### src/rtl/cpu_io_port.sv
// -----------------------------------------------------------------------------
// cpu_io_port
//   Host-side I/O responder for the CPU's port pair.
//   - Input path: the host queues INR_W-bit words into a small FIFO. The head
//     word is presented on a registered `inr`/`inr_valid` pair. Each
//     `cpu_in_strobe` consumes the presented word.
//   - Output path: `outvalue` is sampled every cycle into `prev_out`. Any
//     cycle where it differs from the previous sample pushes the new value
//     into an output FIFO. The host drains that FIFO with valid/ready.
//   - Status: sticky underflow and overflow flags, plus a saturating drop
//     counter. A set event takes priority over `clear_status`.
//
// Ports
//   clock, reset          system clock; asynchronous active-low reset
//   host_in_data/valid    host word offered for the CPU
//   host_in_ready         input FIFO not full
//   inr, inr_valid        word presented to the CPU; valid while unconsumed
//   cpu_in_strobe         CPU consumed `inr` (one-cycle pulse)
//   outvalue              CPU output value (watched for changes)
//   host_out_data/valid   oldest captured output value; FIFO not empty
//   host_out_ready        host accepts `host_out_data`
//   clear_status          clears in_underflow, out_overflow, drop_count
//   in_underflow          sticky: strobe seen with no valid `inr`
//   out_overflow          sticky: a change was dropped on a full FIFO
//   drop_count            number of dropped changes, saturating at 255
// -----------------------------------------------------------------------------
module cpu_io_port #(
  parameter int IN_DEPTH  = 4,
  parameter int OUT_DEPTH = 8,
  parameter int INR_W     = 4,
  parameter int OUT_W     = 16
) (
  input  logic             clock,
  input  logic             reset,
  input  logic [INR_W-1:0] host_in_data,
  input  logic             host_in_valid,
  output logic             host_in_ready,
  output logic [INR_W-1:0] inr,
  output logic             inr_valid,
  input  logic             cpu_in_strobe,
  input  logic [OUT_W-1:0] outvalue,
  output logic [OUT_W-1:0] host_out_data,
  output logic             host_out_valid,
  input  logic             host_out_ready,
  input  logic             clear_status,
  output logic             in_underflow,
  output logic             out_overflow,
  output logic [7:0]       drop_count
);

  localparam int IAW = $clog2(IN_DEPTH);
  localparam int OAW = $clog2(OUT_DEPTH);

  // ---------------------------------------------------------------------------
  // Input FIFO
  // ---------------------------------------------------------------------------
  logic [INR_W-1:0] r_in_mem [IN_DEPTH];
  logic [IAW:0]     r_in_wr;
  logic [IAW:0]     r_in_rd;
  logic [INR_W-1:0] r_inr;
  logic             r_inr_valid;

  logic             w_in_full;
  logic             w_in_push;
  logic             w_in_pop;
  logic [IAW:0]     w_in_count;
  logic [IAW:0]     w_in_left;
  logic [IAW:0]     w_in_rd_nxt;
  logic             w_inr_valid_nxt;

  assign w_in_full   = (r_in_wr[IAW] != r_in_rd[IAW]) &&
                       (r_in_wr[IAW-1:0] == r_in_rd[IAW-1:0]);
  assign w_in_push   = host_in_valid && !w_in_full;
  assign w_in_pop    = cpu_in_strobe && r_inr_valid;
  assign w_in_count  = r_in_wr - r_in_rd;
  assign w_in_rd_nxt = r_in_rd + (IAW+1)'(w_in_pop);
  // Only entries already stored before this edge count toward the next
  // presented word; a word pushed this cycle becomes visible one edge later.
  assign w_in_left       = w_in_count - (IAW+1)'(w_in_pop);
  assign w_inr_valid_nxt = (w_in_left != '0);

  always_ff @(posedge clock) begin
    if (w_in_push) begin
      r_in_mem[r_in_wr[IAW-1:0]] <= host_in_data;
    end
  end

  always_ff @(posedge clock or negedge reset) begin
    if (!reset) begin
      r_in_wr     <= '0;
      r_in_rd     <= '0;
      r_inr       <= '0;
      r_inr_valid <= 1'b0;
    end else begin
      if (w_in_push) begin
        r_in_wr <= r_in_wr + 1'b1;
      end
      r_in_rd     <= w_in_rd_nxt;
      r_inr_valid <= w_inr_valid_nxt;
      // When nothing remains, hold the last presented value.
      if (w_inr_valid_nxt) begin
        r_inr <= r_in_mem[w_in_rd_nxt[IAW-1:0]];
      end
    end
  end

  assign host_in_ready = !w_in_full;
  assign inr           = r_inr;
  assign inr_valid     = r_inr_valid;

  // ---------------------------------------------------------------------------
  // Output change capture and FIFO
  // ---------------------------------------------------------------------------
  logic [OUT_W-1:0] r_out_mem [OUT_DEPTH];
  logic [OAW:0]     r_out_wr;
  logic [OAW:0]     r_out_rd;
  logic [OUT_W-1:0] r_prev_out;
  logic [OUT_W-1:0] r_out_data;
  logic             r_out_valid;

  logic             w_change;
  logic             w_out_full;
  logic             w_out_pop;
  logic             w_out_push;
  logic             w_drop;
  logic [OAW:0]     w_out_count;
  logic [OAW:0]     w_out_left;
  logic [OAW:0]     w_out_rd_nxt;
  logic             w_out_valid_nxt;

  assign w_change     = (outvalue != r_prev_out);
  assign w_out_full   = (r_out_wr[OAW] != r_out_rd[OAW]) &&
                        (r_out_wr[OAW-1:0] == r_out_rd[OAW-1:0]);
  assign w_out_pop    = r_out_valid && host_out_ready;
  // A pop in the same cycle frees the slot, so a full FIFO can still accept.
  assign w_out_push   = w_change && (!w_out_full || w_out_pop);
  assign w_drop       = w_change && w_out_full && !w_out_pop;
  assign w_out_count  = r_out_wr - r_out_rd;
  assign w_out_rd_nxt = r_out_rd + (OAW+1)'(w_out_pop);
  assign w_out_left      = w_out_count - (OAW+1)'(w_out_pop);
  assign w_out_valid_nxt = (w_out_left != '0);

  always_ff @(posedge clock) begin
    if (w_out_push) begin
      r_out_mem[r_out_wr[OAW-1:0]] <= outvalue;
    end
  end

  always_ff @(posedge clock or negedge reset) begin
    if (!reset) begin
      r_out_wr    <= '0;
      r_out_rd    <= '0;
      r_prev_out  <= '0;
      r_out_data  <= '0;
      r_out_valid <= 1'b0;
    end else begin
      r_prev_out <= outvalue;
      if (w_out_push) begin
        r_out_wr <= r_out_wr + 1'b1;
      end
      r_out_rd    <= w_out_rd_nxt;
      r_out_valid <= w_out_valid_nxt;
      if (w_out_valid_nxt) begin
        r_out_data <= r_out_mem[w_out_rd_nxt[OAW-1:0]];
      end
    end
  end

  assign host_out_data  = r_out_data;
  assign host_out_valid = r_out_valid;

  // ---------------------------------------------------------------------------
  // Status: set events win over clear_status
  // ---------------------------------------------------------------------------
  logic       r_in_underflow;
  logic       r_out_overflow;
  logic [7:0] r_drop_count;
  logic       w_underflow_evt;

  assign w_underflow_evt = cpu_in_strobe && !r_inr_valid;

  always_ff @(posedge clock or negedge reset) begin
    if (!reset) begin
      r_in_underflow <= 1'b0;
      r_out_overflow <= 1'b0;
      r_drop_count   <= '0;
    end else begin
      if (w_underflow_evt) begin
        r_in_underflow <= 1'b1;
      end else if (clear_status) begin
        r_in_underflow <= 1'b0;
      end

      if (w_drop) begin
        r_out_overflow <= 1'b1;
      end else if (clear_status) begin
        r_out_overflow <= 1'b0;
      end

      if (w_drop) begin
        if (clear_status) begin
          r_drop_count <= 8'd1;
        end else if (r_drop_count != 8'hFF) begin
          r_drop_count <= r_drop_count + 8'd1;
        end
      end else if (clear_status) begin
        r_drop_count <= '0;
      end
    end
  end

  assign in_underflow = r_in_underflow;
  assign out_overflow = r_out_overflow;
  assign drop_count   = r_drop_count;

endmodule

### config.mk
export PLATFORM = sky130hd
export DESIGN_NAME = cpu_io_port
export DESIGN_NICKNAME = d
export VERILOG_FILES = /design/src/rtl/cpu_io_port.sv
export SDC_FILE = /design/constraint.sdc
export NUM_CORES = 1
export LEC_CHECK = 0
export BUFFER_PORTS_ARGS = -buffer_cell sky130_fd_sc_hd__buf_2
export CAP_MARGIN = 5
export CORE_MARGIN = 2
export CORE_UTILIZATION = 40
export CTS_CLUSTER_SIZE = 12
export DETAILED_ROUTE_END_ITERATION = 8
export PLACE_DENSITY_LB_ADDON = 0.1
export REMOVE_ABC_BUFFERS = 1
export SLEW_MARGIN = 20
export SYNTH_ARGS = -nofsm -noshare
export SYNTH_HDL_FRONTEND = slang
export SYNTH_SLANG_ARGS = --single-unit
export TNS_END_PERCENT = 20
### constraint.sdc
create_clock -name clock -period 5.3 [get_ports clock]
set_clock_uncertainty 0.15 [all_clocks]
set_input_delay 0.265 -clock clock [delete_from_list [all_inputs] [get_ports clock]]
set_output_delay 0.265 -clock clock [all_outputs]
set_load 0.005 [all_outputs]
After elaboration in Yosys (flattened, before gate mapping)
Memory sizes are Yosys's and may differ from the RTL's. A register that Yosys moved wholly into a read port is not among the register bits.
Index checks and enable logic that the tools add are counted.
- $add $sub $neg: 9
- equality and inequality tests: 6
- mux-type cells: 11
- reductions and logical operators: 22
- operator list (operator ; number):
    $mux W8 ; 4
    $ne A16 B16 Y1 ; 1
    $logic_and A1 B1 Y1 ; 9
    $add A8 B1 Y8 const B ; 1
    $ne A8 B8 Y1 const B ; 1
    $mux W1 ; 7
    $logic_not A1 Y1 ; 6
    $reduce_bool A2 Y1 ; 3
    $add A4 B1 Y4 ; 1
    $add A4 B1 Y4 const B ; 1
    $reduce_bool A4 Y1 ; 1
    $sub A4 B1 Y4 ; 1
    $sub A4 B4 Y4 ; 1
    $add A3 B1 Y3 ; 1
    $add A3 B1 Y3 const B ; 1
    $eq A3 B3 Y1 ; 1
    $reduce_bool A3 Y1 ; 1
    $sub A3 B1 Y3 ; 1
    $sub A3 B3 Y3 ; 1
    $eq A2 B2 Y1 ; 1
    $ne A1 B1 Y1 ; 2
    $reduce_and A2 Y1 ; 1
    $logic_or A1 B1 Y1 ; 1
- register bits after elaboration: 42
- memory bits (writable): 144
- input bits: 26
- logic and storage cells: 60
- memories kept: 2
- memories (name ; words ; width ; read ports ; clocked after memory_dff ; wr ports ; RTL line ; RTL):
    r_out_mem ; 8 ; 16 ; 1 ; 1 ; 1 ; 114 ; logic [OUT_W-1:0] r_out_mem [OUT_DEPTH];
    r_in_mem ; 4 ; 4 ; 1 ; 1 ; 1 ; 57 ; logic [INR_W-1:0] r_in_mem [IN_DEPTH];

Depth between registers and ports, before layout
Gate-level depths: netlist (run 1).
- depth after elaboration: 7
- mapped depth: 11
- depth with buffers taken out: 9

Least setup slack after synthesis (run 1)
OpenSTA, ideal clock, no wires.
- path kind: reg2reg
- start: register r_out_wr[2]
- end: memory r_out_mem[7][0], enable pin
- library setup time: 0.443 ns
- arrival time: 3.115 ns
- required time: 4.707 ns
- path slack: 1.592 ns
- stages on the path, launching flop included: 6
- path buffers: 0
- clock period less this slack: 3.708 ns
- cells stage by stage: dfrtp_1 inv_1 ha_1 a21boi_0 and4_2 nor4b_1
- longest elaborated chain between the ends: 7
- ends and longest elaborated chain (item ; RTL line ; RTL):
    start, declared ; 115 ; logic [OAW:0] r_out_wr;
    start signal, assigned ; 159 ; r_out_wr <= r_out_wr + 1'b1;
    $eq A3 B3 Y1 ; 133 ; (r_out_wr[OAW-1:0] == r_out_rd[OAW-1:0]);
    $logic_and A1 B1 Y1 ; 132 ; assign w_out_full = (r_out_wr[OAW] != r_out_rd[OAW]) &&
    $logic_not A1 Y1 ; 136 ; assign w_out_push = w_change && (!w_out_full || w_out_pop);
    $logic_or A1 B1 Y1 ; 136 ;
    $logic_and A1 B1 Y1 ; 136 ;
    $mux W1 ; 144 ; if (w_out_push) begin
    $mux W1 (implied by the code) ; 145 ; r_out_mem[r_out_wr[OAW-1:0]] <= outvalue;
    end, declared ; 114 ;
Several ways; a longest one is shown, not always the timed one.

Final worst setup path (run 1)
- start: register r_out_wr[0]
- end: register r_out_data[11] (netlist: host_out_data[11]), read port of r_out_mem
- longest elaborated chain between the ends: 3
- ends and longest elaborated chain (item ; RTL line ; RTL):
    $sub A4 B4 Y4 ; 138 ; assign w_out_count = r_out_wr - r_out_rd;
    $sub A4 B1 Y4 ; 140 ; assign w_out_left = w_out_count - (OAW+1)'(w_out_pop);
    $reduce_bool A4 Y1 ; 141 ; assign w_out_valid_nxt = (w_out_left != '0);
    end, declared ; 118 ; logic [OUT_W-1:0] r_out_data;
No other way between the ends.
A chain may end at the register's enable or synchronous reset.

==> impl_metrics.csv, run 1 <==
group,metric,value,unit
run_status,run_status,"complete, but fails checks",
run_status,violations,"hold timing",
pwr,leakagePower,3.79,nW
placed_design,dpl_worst_slack,1.75,ns
floorplanning,initial_core_util,41.1,%
clock_network,cts-htree-levels,1,
logic_synthesis,prevailing_post_synth_register_cell,"sky130_fd_sc_hd__edfxtp_1",
worst_setup_path,crit_slowest_cell,"sky130_fd_sc_hd__fa_1",
global_routing,antenna_found_initial,0,
finish,multi_input_area,2370,um2
global_routing,first_pass_grt_wire_length,26.4,mm
worst_setup_path,cp_data_arrival_time,3.74,ns
floorplanning,dieWidth,149,um
clock_network,clk_pin_slew,0.06,ns
finish,final_net_count,605,
timing,final_period_minus_worst_setup_slack,3.51,ns
finish,insertedDiodeCount,0,
worst_setup_path,path_buf_inv,2,
worst_setup_path,timing.reg2reg.worst_path_depth,9,
logic_synthesis,synth.yosys.seq_area_share,70.2,%
logic_synthesis,syn-instance-count,451,
pwr,worst_ir_drop_vdd,0.249,mV
clock_network,cts_sinks,206,
logic_synthesis,yosys.cell_types.count,42,
placed_design,hpwl,10.7,mm
floorplanning,dieHeight,149,um
timing,finalSetupViolCount,0,
clock_network,cts-root-to-sink-buffers,3,
timing,drv_slew,0,
logic_synthesis,post_synth_most_frequent_cells,"sky130_fd_sc_hd__edfxtp_1, sky130_fd_sc_hd__dfrtp_1, sky130_fd_sc_hd__mux4_2",
timing,post-route-period-util,66.2,%
worst_setup_path,path_common_cell,"sky130_fd_sc_hd__fa_1",
route,detail_route.vias_per_cell,5.13,
worst_setup_path,slowest_delay,0.59,ns
timing,worstMarginPinSlew,1.06,ns
logic_synthesis,yosys.cell_count.top_type,"sky130_fd_sc_hd__edfxtp_1",
route,drt_pass1_iterations,4,
placed_design,place_congestion,0.746,
pwr,power_density_cells,640,nW/um2
finish,final_standard_cell_utilization_of_the_core,49.3,%
worst_hold_path,worst_min_delay_path_category,"in -> async",
worst_setup_path,timing.critical_path.from_type,"flop",
clock_network,clk-insertion-delay-late,0.50,ns
timing,fmaxAchievable,285,MHz
route,iteration_0_drc_markers,201,
worst_setup_path,setup.worst_path.end_class,"flop",
worst_setup_path,worstPathRequired,5.53,ns
route,num_vias,4332,
logic_synthesis,synthesis.yosys.warnings,0,
floorplanning,coreArea,20400,um2
placed_design,portBuffers,58,
logic_synthesis,yosys_register_bits,206,
timing,finalWorstSetupSlack,1.79,ns
worst_setup_path,worst-path-stages,9,
route,antenna_left,0,
worst_setup_path,critical_path.max_fanout,16,
clock_network,cts-root-buf,"sky130_fd_sc_hd__clkbuf_16",
worst_setup_path,crit_type,"reg -> reg",
logic_synthesis,post-synth-top-area-fraction,51.6,%
global_routing,grt_max_degree,55,
finish,flow.area_growth_from_synthesis,19.9,%
timing,grt_setup_unrepaired,"no",
route,route.detailed.wl_per_inst,20.0,um
floorplanning,boundaryPins,59,
logic_synthesis,synth.avg_cell_area,18.6,um2
logic_synthesis,postSynth.asyncResetShare,30.1,%
job,maxCapViolations,0,
logic_synthesis,synth.top_cells.by_area,"sky130_fd_sc_hd__edfxtp_1, sky130_fd_sc_hd__dfrtp_1, sky130_fd_sc_hd__mux4_2, sky130_fd_sc_hd__mux2_2, sky130_fd_sc_hd__xor2_1",
global_routing,gr_util_all_layers,15.8,%
global_routing,grt_pass1_vias,4533,
timing,timing.slew.headroom,28.9,%
global_routing,grt_overflow,0,
timing,timing.final.hold_violations,2,
finish,num-fill-cells,1695,
worst_setup_path,path_cells,"fa_1 -> inv_1 -> ha_1 -> or2_2 -> fa_1 -> xor2_1 -> or4_1 -> buf_4 -> mux2_4",
finish,seq_area,5880,um2
route,route.detailed.drc,0,
logic_synthesis,synth_area,8380,um2
timing,setup_tns,0,ns
worst_setup_path,critical-path-top-delay-family,"adder cells",
clock_network,tritoncts,"built",
route,routed_wirelength,16.9,mm
floorplanning,num_rows,52,
floorplanning,fp.dieArea,22100,um2
finish,drive_gt1_share,32.1,%
timing,hold_ws,-0.00155,ns
logic_synthesis,synth-edff-count,144,
clock_network,cts_resized,0,
logic_synthesis,most_area_hungry_cell_type_in_the_yosys_netlist,"sky130_fd_sc_hd__edfxtp_1",
clock_network,cts_buffers,23,
## metal layers
layer | vias up | wire length, um | global-route usage, %
met2 | 92 | 8620 | 27.6
met4 | 0 | 343 | 3.43
met1 | 2263 | 7290 | 20.9
met3 | 26 | 647 | 2.85
li1 | 1951 | - | -
met5 | - | 0 | 0
## cell usage in the layout (no fill, tap or decap), drive strengths merged, types with 9 or more instances in the layout
master / n
xnor2: 9
edfxtp: 144
dfrtp: 62
mux2: 36
dlygate4sd3: 25
clkbuf: 33
xor2: 26
mux4: 36
ha: 18
inv: 17
nand2: 11
buf: 71
## per-stage QoR
stage          power (mW)  area, um2  hold WS (ns)  cells
2_1_floorplan        4.17       8280        -0.181    436
3_3_place_gp         4.88       9040     -0.000911    777
3_5_place_dp         4.94       9040       0.00216    777
4_1_cts              6.56      10000       0.00459    844
5_1_grt              6.84      10000        0.0171    844
6_report             6.43      10000      -0.00155    844
## registers in the layout, indices dropped and copies added (netlist names)
name / count
inr: 4
r_in_wr: 3
drop_count: 8
out_overflow: 1
r_out_mem: 128
inr_valid: 1
host_out_valid: 1
r_out_rd: 4
r_out_wr: 4
r_prev_out: 16
r_in_mem: 16
host_out_data: 16
in_underflow: 1
r_in_rd: 3
## cells by family after synthesis
family / synth area share [%]
buffers and inverters: 1.84
DFF: 70.2
adders and majority gates: 3.65
xor gates and xnor gates: 3.66
AOI/OAI and AO/OA: 1.66
muxes: 14.9
and+or+nand+nor: 4.12
## path summary, 6_finish.rpt
| kind | start | end | slack, ns |
|---|---|---|---|
| max | r_out_wr[0] | host_out_data[11] | 1.79 |
| min | reset | host_out_data[15] | -0.002 |
| max reg2reg | r_out_wr[0] | host_out_data[11] | 1.79 |
| min reg2reg | r_out_wr[3] | r_out_wr[3] | 0.33 |
| max in group asynchronous | reset | host_out_data[1] | 3.96 |
| min in group clock | host_out_ready | drop_count[2] | 0.33 |
## cell type report
class | count | area share [%]
Multi-Input combinational cell | 214 | 23.7
Timing Repair Buffer | 96 | 6.36
Inverter | 16 | 0.598
Sequential cell | 206 | 58.5
Clock buffer | 33 | 6.31
Clock inverter | 9 | 1.21
Tap cell | 270 | 3.36
## what timing repair did
action	in CTS	in global routing
endpoints found under the hold margin	179	0
hold buffers	25	0
buffers inserted	0	0
## report_power, final
part | total, mW | internal [mW] | switching [mW]
Sequential | 2.45 | 2.25 | 0.200
Combinational | 2.41 | 1.27 | 1.14
Clock | 1.57 | 0.975 | 0.593
Note: power is estimated with default switching activity, not from simulation.
==> run 2: changes to the inputs <==
ABC_AREA = 1   (was not set)
clock period = 3.17 ns   (was 5.3 ns; I/O delays follow)
==> impl_metrics.csv, run 2 <==
group,metric,value,unit
pwr,power_density_cells,1100,nW/um2
global_routing,first_pass_grt_wire_length,31.4,mm
floorplanning,fp.dieArea,23200,um2
global_routing,gr_util_all_layers,17.0,%
run_status,run_status,"complete, no violations",
finish,num-fill-cells,1996,
finish,flow.area_growth_from_synthesis,18.3,%
worst_setup_path,critical-path-top-delay-family,"adder cells",
logic_synthesis,synth.avg_cell_area,10.8,um2
worst_setup_path,path_buf_inv,2,
finish,drive_gt1_share,12.4,%
pwr,worst_ir_drop_vdd,0.595,mV
worst_setup_path,slowest_delay,0.52,ns
logic_synthesis,yosys.cell_count.top_type,"sky130_fd_sc_hd__nor2_1",
logic_synthesis,most_area_hungry_cell_type_in_the_yosys_netlist,"sky130_fd_sc_hd__edfxtp_1",
timing,grt_setup_unrepaired,"no",
logic_synthesis,synthesis.yosys.warnings,0,
timing,finalSetupViolCount,0,
global_routing,grt_overflow,0,
global_routing,antenna_found_initial,0,
route,route.detailed.drc,0,
worst_setup_path,cp_data_arrival_time,3.22,ns
placed_design,place_congestion,0.795,
clock_network,cts_buffers,23,
clock_network,cts-root-buf,"sky130_fd_sc_hd__clkbuf_16",
timing,timing.slew.headroom,41.5,%
finish,final_net_count,966,
finish,largest_register_ffs,128,
route,drt_pass1_iterations,4,
clock_network,cts-root-to-sink-buffers,3,
logic_synthesis,post_synth_most_frequent_cells,"sky130_fd_sc_hd__nor2_1, sky130_fd_sc_hd__edfxtp_1, sky130_fd_sc_hd__nand2_1",
logic_synthesis,synth_area,8810,um2
placed_design,hpwl,11.8,mm
clock_network,cts_sinks,206,
logic_synthesis,synth.top_cells.by_area,"sky130_fd_sc_hd__edfxtp_1, sky130_fd_sc_hd__dfrtp_1, sky130_fd_sc_hd__nor2_1, sky130_fd_sc_hd__o21ai_0, sky130_fd_sc_hd__nand2_1",
logic_synthesis,yosys_register_bits,206,
worst_setup_path,setup.worst_path.end_class,"flop",
finish,multi_input_area,2540,um2
logic_synthesis,syn-instance-count,818,
floorplanning,dieHeight,152,um
worst_setup_path,path_cells,"nand2_1 -> fa_1 -> inv_1 -> ha_1 -> or2_2 -> fa_1 -> xor2_1 -> nor3_4 -> buf_4 -> nand3_1 -> nand2_1",
timing,setup_tns,0,ns
finish,final_cell_mix,"sky130_fd_sc_hd__nor2_1, sky130_fd_sc_hd__edfxtp_1, sky130_fd_sc_hd__nand2_1",
pwr,seq_power_share,36.1,%
logic_synthesis,synth.yosys.seq_area_share,66.7,%
global_routing,grt_pass1_vias,5774,
clock_network,clk_pin_slew,0.06,ns
job,maxCapViolations,0,
placed_design,dpl_cell_area,9510,um2
logic_synthesis,prevailing_post_synth_register_cell,"sky130_fd_sc_hd__edfxtp_1",
route,iteration_0_drc_markers,301,
route,num_vias,5957,
worst_setup_path,timing.critical_path.from_type,"flop",
floorplanning,num_rows,54,
finish,seq_area,5880,um2
floorplanning,coreArea,21800,um2
pwr,comb_power_share,43.0,%
finish,layout.cells.most_common,"sky130_fd_sc_hd__nor2_1",
pwr,clock_power_share,20.9,%
clock_network,clk-insertion-delay-late,0.49,ns
worst_hold_path,worst_min_delay_path_category,"in -> reg",
route,routed_wirelength,19.9,mm
route,route.detailed.wl_per_inst,16.4,um
worst_setup_path,critical_path.max_fanout,16,
pwr,internal,6.83,mW
placed_design,portBuffers,58,
worst_setup_path,crit_type,"reg -> reg",
finish,insertedDiodeCount,0,
logic_synthesis,post-synth-top-area-fraction,49.1,%
timing,timing.final.hold_violations,0,
timing,fmaxAchievable,341,MHz
floorplanning,initial_core_util,40.5,%
worst_setup_path,crit_slowest_cell,"sky130_fd_sc_hd__fa_1",
timing,drv_slew,0,
timing,final_period_minus_worst_setup_slack,2.94,ns
pwr,leakagePower,4.39,nW
pwr,power.share.switching,40.2,%
worst_setup_path,worstPathRequired,3.45,ns
logic_synthesis,synth-edff-count,144,
logic_synthesis,yosys.cell_types.count,31,
logic_synthesis,postSynth.asyncResetShare,30.1,%
timing,post-route-period-util,92.6,%
global_routing,grt_max_degree,66,
clock_network,tritoncts,"built",
finish,fin_area,10400,um2
route,antenna_left,0,
floorplanning,boundaryPins,59,
clock_network,cts-htree-levels,1,
timing,worstMarginPinSlew,0.877,ns
route,detail_route.vias_per_cell,4.91,
pwr,total_switching_power,4.59,mW
floorplanning,dieWidth,152,um
==> run 2: cell types whose count changed after synthesis, sizes merged, moves of 36 or more <==
cell / previous run / this run
inv: 16 / 73
o21ai: 5 / 124
mux2: 36 / 0
mux4: 36 / 0
nor2: 8 / 164
nand2: 11 / 132
==> run 2: kinds of logic (layout without fill, tap and decap cells) <==
family          count (synthesis)  after routing  share of synthesized area, %
simple gates                  334            334                          15.1
compound gates                131            131                          7.55
flops                         206            206                          66.7
fa+ha+maj                      22             22                          3.46
buf+inv                       102            217                          4.53
xor+xnor                       23             23                          2.67
==> run 2: layer usage <==
| metal | up-vias | wire [um] | track usage [%] |
|---|---|---|---|
| li1 | 2914 | - | - |
| met1 | 2872 | 8800 | 22.4 |
| met2 | 138 | 9820 | 29.9 |
| met3 | 33 | 803 | 2.19 |
| met4 | 0 | 436 | 4.67 |
| met5 | - | 0 | 0 |
==> run 2: through the flow <==
step | utilization (%) | power, mW | hold slack (ns) | worst slack, ns | cells
final | 47.9 | 11.4 | 0.198 | 0.234 | 1213
after global routing | 47.9 | 12.3 | 0.248 | 0.0762 | 1213
after CTS | 47.9 | 11.6 | 0.178 | 0.243 | 1213
after detailed placement | 43.7 | 9.13 | 0.235 | 0.261 | 1148
after global placement | 43.7 | 8.99 | 0.226 | 0.331 | 1148
after floorplan | - | 7.30 | -0.287 | 0.142 | 790
==> run 2: path summary, 6_finish.rpt <==
kind | start | end | slack (ns) | cells after the start
max | host_out_valid | host_out_data[7] | 0.23 | 11
min | host_out_ready | out_overflow | 0.20 | 7
max reg2reg | host_out_valid | host_out_data[7] | 0.23 | 11
min reg2reg | r_in_rd[2] | r_in_rd[2] | 0.34 | 1
max in group asynchronous | reset | host_out_data[13] | 2.04 | 3
min in group asynchronous | reset | r_in_wr[1] | 0.25 | 3
==> run 2: area by class of cell <==
cell class	instances	area share [%]
sequential	206	56.4
multi-input combinational	510	24.4
timing repair buffer	103	6.86
clock buffer	35	6.14
tap	280	3.36
inverter	74	2.66
clock inverter	5	0.204
==> run 2: power groups by stage <==
stage               logic [mW]  registers [mW]  clock network (mW)
floorplan                 3.21            4.09                   0
global placement          4.84            4.15                   0
detailed placement        4.96            4.17                   0
CTS                       5.00            4.13                2.44
global route              5.58            4.20                2.55
finish                    4.91            4.12                2.38
==> run 2: repair_timing <==
action                                  in CTS  in global routing
endpoints found under the hold margin      234                  0
hold buffers                                25                  0
buffers inserted                             0                  0
endpoints found under the setup margin       0                  0
gates resized for setup                      0                  0
==> run 2: worst register-to-register path, stage by stage, from the launching register on <==
cell	delay (ns)
sky130_fd_sc_hd__dfrtp_1	0.36
sky130_fd_sc_hd__nand2_1	0.12
sky130_fd_sc_hd__fa_1	0.52
sky130_fd_sc_hd__inv_1	0.05
sky130_fd_sc_hd__ha_1	0.16
sky130_fd_sc_hd__or2_2	0.29
sky130_fd_sc_hd__fa_1	0.38
sky130_fd_sc_hd__xor2_1	0.20
sky130_fd_sc_hd__nor3_4	0.18
sky130_fd_sc_hd__buf_4	0.26
sky130_fd_sc_hd__nand3_1	0.12
sky130_fd_sc_hd__nand2_1	0.08
==> run 3: changes to the inputs <==
PLACE_DENSITY = 0.67   (was not set)
PLACE_DENSITY_LB_ADDON = not set   (was 0.1)
==> impl_metrics.csv, run 3 (synthesis gave the netlist of run 2 again) <==
group,metric,value,unit
placed_design,place_congestion,0.748,
route,detail_route.vias_per_cell,4.85,
clock_network,tritoncts,"built",
floorplanning,num_rows,54,
worst_setup_path,path_cells,"nand2_1 -> fa_1 -> inv_1 -> ha_1 -> or2_2 -> fa_1 -> xor2_1 -> nor3_4 -> buf_4 -> nand3_1 -> nand2_1",
worst_setup_path,crit_type,"reg -> reg",
worst_setup_path,slowest_delay,0.54,ns
floorplanning,dieWidth,152,um
pwr,leakagePower,4.41,nW
timing,worstMarginPinSlew,0.723,ns
worst_setup_path,worstSetupStartpoint,"host_out_valid",
run_status,run_status,"complete, but fails checks",
finish,seq_area,5880,um2
worst_setup_path,critical_path.reg2reg.startpoint,"host_out_valid",
finish,final_cell_mix,"sky130_fd_sc_hd__nor2_1, sky130_fd_sc_hd__edfxtp_1, sky130_fd_sc_hd__nand2_1",
worst_setup_path,setup.worst_path.end_class,"flop",
job,maxCapViolations,0,
worst_hold_path,worst_min_delay_path_category,"in -> async",
pwr,total_power,11.4,mW
pwr,total_switching_power,4.56,mW
run_status,violations,"hold timing",
worst_setup_path,timing.critical_path.from_type,"flop",
floorplanning,fp.dieArea,23200,um2
worst_setup_path,critical-path-top-delay-family,"adder cells",
global_routing,grt_overflow,0,
worst_setup_path,worstPathRequired,3.48,ns
pwr,internal,6.87,mW
finish,layout.cells.most_common,"sky130_fd_sc_hd__nor2_1",
timing,hold_ws,-0.0202,ns
timing,timing.final.hold_violations,3,
finish,final_net_count,967,
route,routed_wirelength,18.9,mm
finish,insertedDiodeCount,0,
floorplanning,boundaryPins,59,
pwr,comb_power_share,42.2,%
clock_network,cts-htree-levels,1,
placed_design,hpwl,11.5,mm
global_routing,first_pass_grt_wire_length,30.6,mm
route,route.detailed.drc,0,
finish,multi_input_area,2550,um2
timing,drv_slew,0,
clock_network,cts_buffers,23,
global_routing,gr_util_all_layers,16.4,%
floorplanning,dieHeight,152,um
timing,setup_tns,0,ns
placed_design,dpl_worst_slack,0.226,ns
pwr,seq_power_share,35.8,%
timing,finalWorstSetupSlack,0.182,ns
route,iteration_0_drc_markers,382,
worst_setup_path,crit_slowest_cell,"sky130_fd_sc_hd__fa_1",
timing,fmaxAchievable,335,MHz
clock_network,postCtsHoldBufs,25,
timing,finalSetupViolCount,0,
finish,drive_gt1_share,13.2,%
timing,post-route-period-util,94.3,%
clock_network,post_cts_setup_buffer_count,0,
placed_design,portBuffers,58,
route,antenna_left,0,
route,drt_pass1_iterations,5,
floorplanning,initial_core_util,40.5,%
clock_network,cts_resized,0,
timing,grt_setup_unrepaired,"no",
route,num_vias,5892,
worst_setup_path,cp_data_arrival_time,3.30,ns
floorplanning,coreArea,21800,um2
clock_network,clk_pin_slew,0.06,ns
finish,num-fill-cells,1943,
clock_network,cts-root-to-sink-buffers,3,
clock_network,clk-insertion-delay-late,0.53,ns
route,route.detailed.wl_per_inst,15.5,um
pwr,clock_power_share,22.0,%
clock_network,cts-root-buf,"sky130_fd_sc_hd__clkbuf_16",
clock_network,cts_sinks,206,
timing,timing.slew.headroom,51.6,%
global_routing,antenna_found_initial,0,
pwr,power_density_cells,1090,nW/um2
finish,flow.area_growth_from_synthesis,19.0,%
global_routing,grt_max_degree,66,
pwr,power.share.switching,39.9,%
global_routing,grt_pass1_vias,5736,
worst_setup_path,critical_path.max_fanout,16,
timing,final_period_minus_worst_setup_slack,2.99,ns
pwr,worst_ir_drop_vdd,0.764,mV
finish,largest_register_ffs,128,
worst_setup_path,path_buf_inv,2,
[run 3: cell count changes in the layout (fill, tap and decap cells not counted), sizes merged]
cell / before / now
bufinv: 0 / 1
clkbuf: 35 / 32
clkinvlp: 0 / 1
inv: 73 / 75
buf: 78 / 79
[run 3: final cells by class]
type / instances / area share, %
Tap cell: 280 / 3.34
Clock inverter: 9 / 0.859
Inverter: 74 / 2.65
Sequential cell: 206 / 56.0
Clock buffer: 32 / 5.90
Multi-Input combinational cell: 510 / 24.3
Timing Repair Buffer: 104 / 6.89
[run 3: final timing paths]
path | cells after the start | end | slack, ns
max reg2reg | 11 | host_out_data[15] | 0.18
max in group asynchronous | 3 | r_prev_out[8] | 2.16
min in group clock | 6 | drop_count[1] | 0.08
min reg2reg | 1 | r_in_wr[2] | 0.33
min | 2 | r_prev_out[2] | -0.02
max | 11 | host_out_data[15] | 0.18
[run 3: through the flow]
step / hold WS, ns / utilization, % / area (um2) / std cells
final: -0.0202 / 48.2 / 10500 / 1215
after global routing: 0.0395 / 48.2 / 10500 / 1215
after CTS: 0.00368 / 48.2 / 10500 / 1215
after detailed placement: 0.00973 / 43.8 / 9530 / 1149
after global placement: 0.00740 / 43.8 / 9520 / 1149
after floorplan: -0.287 / - / 8690 / 790
[run 3: worst register-to-register path, delay by kind of cell, from the launching register on]
kind                     cells  cell delay (ns)
XOR/XNOR                     1             0.20
flip-flops                   1             0.37
adder cells (fa/ha/maj)      3             1.10
buffers and inverters        2             0.31
AND/OR/NAND/NOR              5             0.81
[run 3: routing by layer]
| layer | global-route usage, % | share of wire (%) | vias to the layer above |
|---|---|---|---|
| li1 | - | - | 2911 |
| met1 | 23.1 | 46 | 2795 |
| met2 | 26.6 | 46 | 152 |
| met3 | 2.59 | 5.5 | 34 |
| met4 | 4.59 | 2.5 | 0 |
| met5 | 0 | 0 | - |
[run 3: power by group through the flow]
stage | Clock (mW) | Sequential (mW) | Combinational [mW]
floorplan | 0 | 4.09 | 3.21
detailed placement | 0 | 4.14 | 4.83
CTS | 2.56 | 4.10 | 4.87
global placement | 0 | 4.13 | 4.73
finish | 2.52 | 4.09 | 4.82
global route | 2.66 | 4.16 | 5.52
